<file path="src/rtl/ram_ctrl_pkg.sv">
// Shared opcode, state and latency definitions for the command-RAM arbiter.
package ram_ctrl_pkg;

    localparam logic [1:0] WRITE_ADD  = 2'b00;
    localparam logic [1:0] WRITE_DATA = 2'b01;
    localparam logic [1:0] READ_ADD   = 2'b10;
    localparam logic [1:0] READ_DATA  = 2'b11;

    // Cycles from READ_DATA forward to RAM data being sampled.
    localparam int RD_LATENCY = 2;

    typedef enum logic [1:0] {
        IDLE    = 2'd0,
        LOCK    = 2'd1,
        RD_WAIT = 2'd2
    } state_e;

    function automatic logic is_read_op(input logic [1:0] op);
        return op[1];
    endfunction

    function automatic logic is_add_op(input logic [1:0] op);
        return ~op[0];
    endfunction

endpackage

</file>
<file path="src/rtl/rr_arbiter2.sv">
// Two-way round-robin pick: on a tie the port other than last_i wins.
module rr_arbiter2 (
    input  logic [1:0] valid_i,
    input  logic       last_i,
    output logic [1:0] grant_o
);

    always_comb begin
        grant_o = valid_i;
        if (valid_i == 2'b11) grant_o = last_i ? 2'b01 : 2'b10;
    end

endmodule

</file>
<file path="src/rtl/ram_port_arbiter.sv">
// Two-requester arbiter/sequencer for the single-port command RAM.
// Optional lock timeout enabled by defining RAM_ARB_TIMEOUT_EN.
module ram_port_arbiter
    import ram_ctrl_pkg::*;
#(
    parameter int ADDR_SIZE      = 8,
    parameter int TIMEOUT_CYCLES = 255
) (
    input  logic                 clk,
    input  logic                 rst,
    input  logic [ADDR_SIZE+1:0] p0_cmd,
    input  logic                 p0_valid,
    output logic                 p0_ready,
    output logic [7:0]           p0_rdata,
    output logic                 p0_rvalid,
    input  logic [ADDR_SIZE+1:0] p1_cmd,
    input  logic                 p1_valid,
    output logic                 p1_ready,
    output logic [7:0]           p1_rdata,
    output logic                 p1_rvalid,
    output logic [ADDR_SIZE+1:0] ram_din,
    output logic                 ram_rx_valid,
    input  logic [7:0]           ram_dout,
    input  logic                 ram_tx_valid,
    output logic                 busy,
    output logic                 err
);

    localparam int         CW      = ADDR_SIZE + 2;
    localparam logic [1:0] RD_LAST = 2'(RD_LATENCY - 1);

    state_e            state_q, state_d;
    logic              last_q, last_d;
    logic              owner_q, owner_d;
    logic              cls_q, cls_d;
    logic [1:0]        rd_cnt_q, rd_cnt_d;
    logic [CW-1:0]     din_q, din_d;
    logic              rxv_q, rxv_d;
    logic [1:0][7:0]   rdata_q, rdata_d;
    logic [1:0]        rvalid_q, rvalid_d;
    logic              err_q, err_d;

    logic [1:0]        valid, grant, ready;
    logic              acc, acc_port;
    logic [CW-1:0]     acc_cmd;
    logic [1:0]        acc_op;

    assign valid = {p1_valid, p0_valid};

    rr_arbiter2 u_rr (
        .valid_i (valid),
        .last_i  (last_q),
        .grant_o (grant)
    );

`ifdef RAM_ARB_TIMEOUT_EN
    localparam int          TW      = $clog2(TIMEOUT_CYCLES + 1);
    localparam logic [TW-1:0] TO_LAST = TW'(TIMEOUT_CYCLES - 1);
    logic [TW-1:0] to_cnt_q, to_cnt_d;
    logic          timeout;
    assign timeout = (state_q == LOCK) && (to_cnt_q == TO_LAST);
`endif

    always_comb begin
        ready = 2'b00;
        case (state_q)
            IDLE:    ready = grant;
            LOCK:    ready[owner_q] = 1'b1;
            default: ready = 2'b00;
        endcase
`ifdef RAM_ARB_TIMEOUT_EN
        // The lock expires this cycle, so nothing may be taken from the owner.
        if (timeout) ready = 2'b00;
`endif
        if (rst) ready = 2'b00;
    end

    assign acc      = |(ready & valid);
    assign acc_port = ready[1] & valid[1];
    assign acc_cmd  = acc_port ? p1_cmd : p0_cmd;
    assign acc_op   = acc_cmd[CW-1 -: 2];

    always_comb begin
        state_d  = state_q;
        last_d   = last_q;
        owner_d  = owner_q;
        cls_d    = cls_q;
        rd_cnt_d = rd_cnt_q;
        din_d    = '0;
        rxv_d    = 1'b0;
        rdata_d  = rdata_q;
        rvalid_d = 2'b00;
        err_d    = 1'b0;
`ifdef RAM_ARB_TIMEOUT_EN
        to_cnt_d = to_cnt_q;
`endif
        case (state_q)
            IDLE: begin
                if (acc) begin
                    if (is_add_op(acc_op)) begin
                        din_d   = acc_cmd;
                        rxv_d   = 1'b1;
                        state_d = LOCK;
                        owner_d = acc_port;
                        cls_d   = is_read_op(acc_op);
`ifdef RAM_ARB_TIMEOUT_EN
                        to_cnt_d = '0;
`endif
                    end else begin
                        err_d = 1'b1;
                    end
                end
            end
            LOCK: begin
`ifdef RAM_ARB_TIMEOUT_EN
                to_cnt_d = to_cnt_q + 1'b1;
                if (timeout) begin
                    state_d = IDLE;
                    err_d   = 1'b1;
                    last_d  = owner_q;
                end
                if (acc) to_cnt_d = '0;
`endif
                if (acc) begin
                    if (is_read_op(acc_op) != cls_q) begin
                        err_d = 1'b1;
                    end else begin
                        din_d = acc_cmd;
                        rxv_d = 1'b1;
                        if (!is_add_op(acc_op)) begin
                            if (cls_q) begin
                                state_d  = RD_WAIT;
                                rd_cnt_d = '0;
                            end else begin
                                state_d = IDLE;
                                last_d  = owner_q;
                            end
                        end
                    end
                end
            end
            RD_WAIT: begin
                // Sample regardless of ram_tx_valid; a missing strobe is flagged, not hidden.
                if (rd_cnt_q == RD_LAST) begin
                    rdata_d[owner_q]  = ram_dout;
                    rvalid_d[owner_q] = 1'b1;
                    err_d             = ~ram_tx_valid;
                    last_d            = owner_q;
                    state_d           = IDLE;
                end else begin
                    rd_cnt_d = rd_cnt_q + 1'b1;
                end
            end
            default: state_d = IDLE;
        endcase
    end

    always_ff @(posedge clk) begin
        if (rst) begin
            state_q  <= IDLE;
            last_q   <= 1'b1;
            owner_q  <= 1'b0;
            cls_q    <= 1'b0;
            rd_cnt_q <= '0;
            din_q    <= '0;
            rxv_q    <= 1'b0;
            rdata_q  <= '0;
            rvalid_q <= 2'b00;
            err_q    <= 1'b0;
        end else begin
            state_q  <= state_d;
            last_q   <= last_d;
            owner_q  <= owner_d;
            cls_q    <= cls_d;
            rd_cnt_q <= rd_cnt_d;
            din_q    <= din_d;
            rxv_q    <= rxv_d;
            rdata_q  <= rdata_d;
            rvalid_q <= rvalid_d;
            err_q    <= err_d;
        end
    end

`ifdef RAM_ARB_TIMEOUT_EN
    always_ff @(posedge clk) begin
        if (rst) to_cnt_q <= '0;
        else     to_cnt_q <= to_cnt_d;
    end
`endif

    assign p0_ready     = ready[0];
    assign p1_ready     = ready[1];
    assign p0_rdata     = rdata_q[0];
    assign p1_rdata     = rdata_q[1];
    assign p0_rvalid    = rvalid_q[0];
    assign p1_rvalid    = rvalid_q[1];
    assign ram_din      = din_q;
    assign ram_rx_valid = rxv_q;
    assign busy         = (state_q != IDLE);
    assign err          = err_q;

endmodule
</file>
<file path="config.mk">
export PLATFORM = sky130hd
export DESIGN_NAME = ram_port_arbiter
export DESIGN_NICKNAME = d
export VERILOG_FILES = /design/src/rtl/ram_ctrl_pkg.sv /design/src/rtl/rr_arbiter2.sv /design/src/rtl/ram_port_arbiter.sv
export SDC_FILE = /design/constraint.sdc
export NUM_CORES = 1
export LEC_CHECK = 0
export CAP_MARGIN = 20
export CORE_ASPECT_RATIO = 1.25
export CORE_UTILIZATION = 30
export CTS_BUF_LIST = sky130_fd_sc_hd__clkbuf_8
export DETAILED_ROUTE_END_ITERATION = 7
export HOLD_SLACK_MARGIN = 0.1
export SETUP_SLACK_MARGIN = 0.2
export SLEW_MARGIN = 20
export SYNTH_ARGS = -nofsm -noshare
export SYNTH_HDL_FRONTEND = slang
export SYNTH_SLANG_ARGS = --single-unit
</file>
<file path="constraint.sdc">
create_clock -name clk -period 3.5 [get_ports clk]
set_input_delay 0.7 -clock clk [delete_from_list [all_inputs] [get_ports clk]]
set_output_delay 0.7 -clock clk [all_outputs]
set_load 0.01 [all_outputs]
</file>
==> results of run 1 <==
-- cell usage after synthesis, types with 2 or more instances --
| cell type | number |
|---|---|
| nor3b_1 | 2 |
| nand2b_1 | 3 |
| nand3b_1 | 3 |
| buf_2 | 2 |
| nor2_1 | 21 |
| or3_1 | 2 |
| a21oi_1 | 22 |
| nor3_1 | 3 |
| clkbuf_1 | 6 |
| nand2_1 | 38 |
| o21ai_0 | 4 |
| mux2i_1 | 10 |
| ha_1 | 2 |
| or2_2 | 2 |
| dfxtp_1 | 37 |
| nand3_1 | 4 |
| inv_1 | 7 |
-- sequential cells by signal, summed over array words and instances, names as in the netlist, 2 cells and up --
register / flops
p0_rdata: 8
state_q: 2
p1_rdata: 8
ram_din: 10
rvalid_q: 2
rd_cnt_q: 2
-- final timing paths --
kind               start          end  slack [ns]  cells after the start
max                  rst     p0_ready        0.46                      5
max reg2reg   state_q[0]       last_q        0.99                      7
min          p1_rdata[3]  p1_rdata[3]        0.46                      2
min reg2reg  p1_rdata[3]  p1_rdata[3]        0.46                      2
-- power by group through the flow --
| stage | Combinational, mW | Sequential (mW) | Clock (mW) |
|---|---|---|---|
| 2_1_floorplan | 0.0582 | 0.450 | 0 |
| 3_3_place_gp | 0.129 | 0.449 | 0 |
| 3_5_place_dp | 0.129 | 0.449 | 0 |
| 4_1_cts | 0.130 | 0.439 | 0.291 |
| 5_1_grt | 0.140 | 0.441 | 0.308 |
| 6_report | 0.129 | 0.439 | 0.281 |
-- final cells by class --
type / count / area [um2]
Clock inverter: 3 / 13.8
Tap cell: 62 / 77.6
Fill cell: 527 / 2720
Sequential cell: 37 / 741
Clock buffer: 5 / 68.8
Timing Repair Buffer: 68 / 673
Inverter: 7 / 26.3
Multi-Input combinational cell: 134 / 756
-- per-stage QoR --
step	cell area [um2]	std cells	setup WS [ns]
floorplan	1570	188	0.867
CTS	2360	316	0.446
global placement	2270	308	0.324
global route	2360	316	0.396
detailed placement	2270	308	0.250
finish	2360	316	0.463
-- cell families after synthesis --
family                     Yosys count
AOI/OAI and AO/OA                   34
adders and majority gates            2
buffers and inverters               17
DFF                                 37
muxes                               11
and+or+nand+nor                     87
-- layer usage --
layer	share of wire [%]	GRT usage [%]	vias to the layer above
met5	0	0	-
met4	1.6	6.38	0
met3	6.7	4.26	5
met2	46	22.1	56
met1	46	18.2	633
li1	-	-	757
-- critical path, cell delays in order --
cell,delay (ns)
clkdlybuf4s50_1,0.43
buf_4,0.24
or2_4,0.28
a21oi_1,0.13
clkdlybuf4s50_1,0.55
==> qor.txt, run 1 <==
Status: completed
Core area: 5080 um2
Hold-fix buffers, CTS: 0
Power Total: 0.849 mW
Yosys top cell by area: dfxtp_1
Unique masters post-synth: 37
Setup crit start kind: primary input
Post-Syn Nets: 223
DRC viols: 0
RSZ-0062 raised after global routing: false
LEAKAGE: 0.913 nW
Adder-Cell Fraction of Synth Area: 1.59%
VDD IR max: 0.189 mV
Power Density: 360 nW/um2
Critical Path Fanout Max: 30
#FFs+latches synth: 37
Post-Synth Simple-Gate Area: 25.6%
Layout cell share with drive strength beyond 1: 7.48%
CTS tree: done
Nets@finish: 288
CTS Buffer Depth: 2
Fin crit period: 3.04 ns
Htree depth: 2
Reg power frac: 51.8%
Syn Inst Count: 188
Fin. max-slew vios: 0
Internal: 0.642 mW
Global-route wire length before repair: 6090 um
First-pass DRT Iterations: 4
# resized after CTS: 0
Post-CTS setup repair buffer count: 0
Mean post-synth cell area: 8.37 um2
Grt ovf: 0
Synth Area in Compound Gates: 13.8%
Async SR Flop Fraction: 0%
Rows: 29
Mux contribution to synthesized area: 7.07%
Chip height: 83.0 um
Slew @ Worst Pin: 0.520 ns
Vias: 1,451
Period Utilization, post-route: 86.8%
Crit end category: output pin
Commonest non-fill, non-tap cell in the layout: clkdlybuf4s50_1
Largest family of logic cells by synthesized area: simple AND/OR/NAND/NOR gates
Psw: 0.207 mW
Register clock-pin slew on the reported worst setup and hold paths: 0.07 ns
Clock skew: 0.00645 ns
Seq/Total Area, Yosys: 47.1%
Maximum operating frequency: 329 MHz
Most frequent cells in the layout: 65 x clkdlybuf4s50_1, 38 x nand2_1, 37 x dfxtp_1
Clock power share: 33.1%
Wire length per cell: 11.9 um
XOR/XNOR share of the synthesized area: 0%
CTS root buffer: clkbuf_8
Worst hold path type: flip-flop to flip-flop
DRT Wirelength: 3770 um
Die Wd: 66.8 um
# clock sinks: 37
Post-synthesis cell area: 1570 um2
Vias/cell: 4.59
GRT Total Usage: 14.4%
Maxcap violations: 0
Hold_ws: 0.457 ns
Drt initial violations: 64
Antenna violations before repair: 0
Proportion of netlist area held by the largest area contributor: 47.1%
Post-DP HPWL: 2780 um
Share of the core filled with cells: 46.4%
Placer congestion estimate: 0.786
Maximum number of pins on one net before global-route repair: 31
Initial core utilization: 31.0%
Synth-to-Final Area Change: 49.7%
Remaining antenna violation count: 0
Die area: 5540 um2
Final Hold Violating Endpoints: 0
Post-synth EDFFs: 0
# setup viols final: 0
Ys Warns: 0
Vias in the first global route: 1,341
WS Path Type: primary input to output pin
PortBufs: 65
I/O Pins: 66
Critical path data arrival time: 2.34 ns
Top post-synthesis cells by area: dfxtp_1 47%, nand2_1 9.1%, a21oi_1 7.0%
Switching portion of total power: 24.4%
Gate power share: 15.2%
WP data required: 2.80 ns
Ant diodes: 0
Worst skew pair latency: 0.28 ns
CTS buffer count: 5
Max_slew headroom: 64.4%
Main flop type after synthesis: dfxtp_1
Setup TNS: 0 ns
Note: power is estimated with default switching activity, not from simulation.
==> run 2: changes to the inputs <==
--- a/config.mk
+++ b/config.mk
@@ -11,6 +11,7 @@
 export CTS_BUF_LIST = sky130_fd_sc_hd__clkbuf_8
 export DETAILED_ROUTE_END_ITERATION = 7
 export HOLD_SLACK_MARGIN = 0.1
+export REMOVE_ABC_BUFFERS = 1
 export SETUP_SLACK_MARGIN = 0.2
 export SLEW_MARGIN = 20
 export SYNTH_ARGS = -nofsm -noshare
==> qor.txt, run 2 (synthesis results as in run 1) <==
Detail Route met3 WL: 247 um
Internal: 0.644 mW
Power Total: 0.859 mW
Post-Place Setup Slack: 0.274 ns
Post-CTS setup repair buffer count: 0
Clock skew: 0.00364 ns
WL met1: 1800 um
Register clock-pin slew on the reported worst setup and hold paths: 0.07 ns
Setup crit start kind: primary input
WP data required: 2.80 ns
Final Hold Violating Endpoints: 0
Placed Area: 2270 um2
Vias/cell: 4.62
GRT Total Usage: 15.3%
Nets@finish: 288
Rows: 29
Setup TNS: 0 ns
LEAKAGE: 0.908 nW
# setup viols final: 0
Worst skew pair latency: 0.29 ns
Critical Path Fanout Max: 30
Wire length per cell: 12.5 um
Hold-fix buffers, CTS: 0
Die area: 5540 um2
Max reg flops: 10
Fin. max-slew vios: 0
CTS buffer count: 5
Fin worst setup slack: 0.459 ns
Commonest non-fill, non-tap cell in the layout: clkdlybuf4s50_1
CTS tree: done
Critical path data arrival time: 2.34 ns
DP Cell Count: 308
Synth-to-Final Area Change: 49.9%
Buf/Inv on CP: 3
Layout cell share with drive strength beyond 1: 7.87%
Ant diodes: 0
Gate power share: 15.1%
First-pass DRT Iterations: 4
Core area: 5080 um2
Worst path max stage delay: 0.55 ns
Vias: 1,461
Remaining antenna violation count: 0
Max_slew headroom: 70.1%
Post-DP HPWL: 2970 um
VDD IR max: 0.150 mV
Global-route wire length before repair: 6370 um
Vias in the first global route: 1,396
Most frequent cells in the layout: 65 x clkdlybuf4s50_1, 38 x nand2_1, 37 x dfxtp_1
Share of the core filled with cells: 46.5%
Maximum number of pins on one net before global-route repair: 31
Initial core utilization: 31.0%
Maxcap violations: 0
Slew @ Worst Pin: 0.447 ns
Drt initial violations: 42
Final instance area: 2360 um2
Die Wd: 66.8 um
Psw: 0.215 mW
Crit end category: output pin
# resized after CTS: 0
DRC viols: 0
DRT Wirelength: 3950 um
# clock sinks: 37
Switching portion of total power: 25.0%
Crit path top cell by count: clkdlybuf4s50_1
Status: completed
WS Path Type: primary input to output pin
Reg power frac: 51.2%
CTS Buffer Depth: 2
Crit-path cells: clkdlybuf4s50_1 -> buf_4 -> or2_4 -> a21oi_1 -> clkdlybuf4s50_1
Critical path's top delay family: buffers and inverters
Worst hold path type: flip-flop to flip-flop
Fin crit period: 3.04 ns
Antenna violations before repair: 0
Power Density: 364 nW/um2
CTS root buffer: clkbuf_8
CP max-delay cell: clkdlybuf4s50_1
Wire length on met2: 1840 um
Period Utilization, post-route: 86.9%
Clock power share: 33.7%
Maximum operating frequency: 329 MHz
Htree depth: 2
Chip height: 83.0 um
Max layer used: met4
Placer congestion estimate: 0.796
PortBufs: 65
I/O Pins: 66
RSZ-0062 raised after global routing: false
Hold_ws: 0.454 ns
Fin cells: 316
Grt ovf: 0
Filler cells: 523
[run 2: changes by cell type in the layout (fill, tap and decap cells not counted)]
cell / before / now
inv_1: 8 / 7
clkinvlp_4: 0 / 1
[run 2: worst reg2reg max path, stage by stage, from the launching register on]
cell      delay [ns]
dfxtp_1         0.57
nand2b_1        0.21
nand3_1         0.16
mux2_2          0.36
ha_1            0.31
or2_2           0.36
o41ai_4         0.31
mux2i_1         0.22
[run 2: final cells by class]
cell class / count / area [um2] / share of cell area (%)
clock inverter: 3 / 17.5 / 0.742
clock buffer: 5 / 68.8 / 2.92
tap: 62 / 77.6 / 3.29
multi-input combinational: 134 / 756 / 32.0
inverter: 7 / 26.3 / 1.11
timing repair buffer: 68 / 673 / 28.5
sequential: 37 / 741 / 31.4
[run 2: routing by layer]
layer	global-route usage, %	vias up
met5	0	-
met4	6.38	0
met3	4.81	4
met2	24.2	47
met1	18.7	649
li1	-	761
[run 2: power by group through the flow]
| stage | logic (mW) | registers, mW | clock network [mW] |
|---|---|---|---|
| floorplan | 0.0476 | 0.452 | 0 |
| global placement | 0.129 | 0.450 | 0 |
| detailed placement | 0.129 | 0.450 | 0 |
| CTS | 0.130 | 0.440 | 0.299 |
| global route | 0.141 | 0.441 | 0.318 |
| finish | 0.129 | 0.440 | 0.289 |
[run 2: final timing paths]
path | from | endpoint | slack (ns) | depth (start not counted)
worst max-delay path | rst | p0_ready | 0.46 | 5
worst min-delay path | p0_rdata[7] | p0_rdata[7] | 0.45 | 2
worst max register to register | state_q[0] | last_q | 0.94 | 7
worst min register to register | p0_rdata[7] | p0_rdata[7] | 0.45 | 2
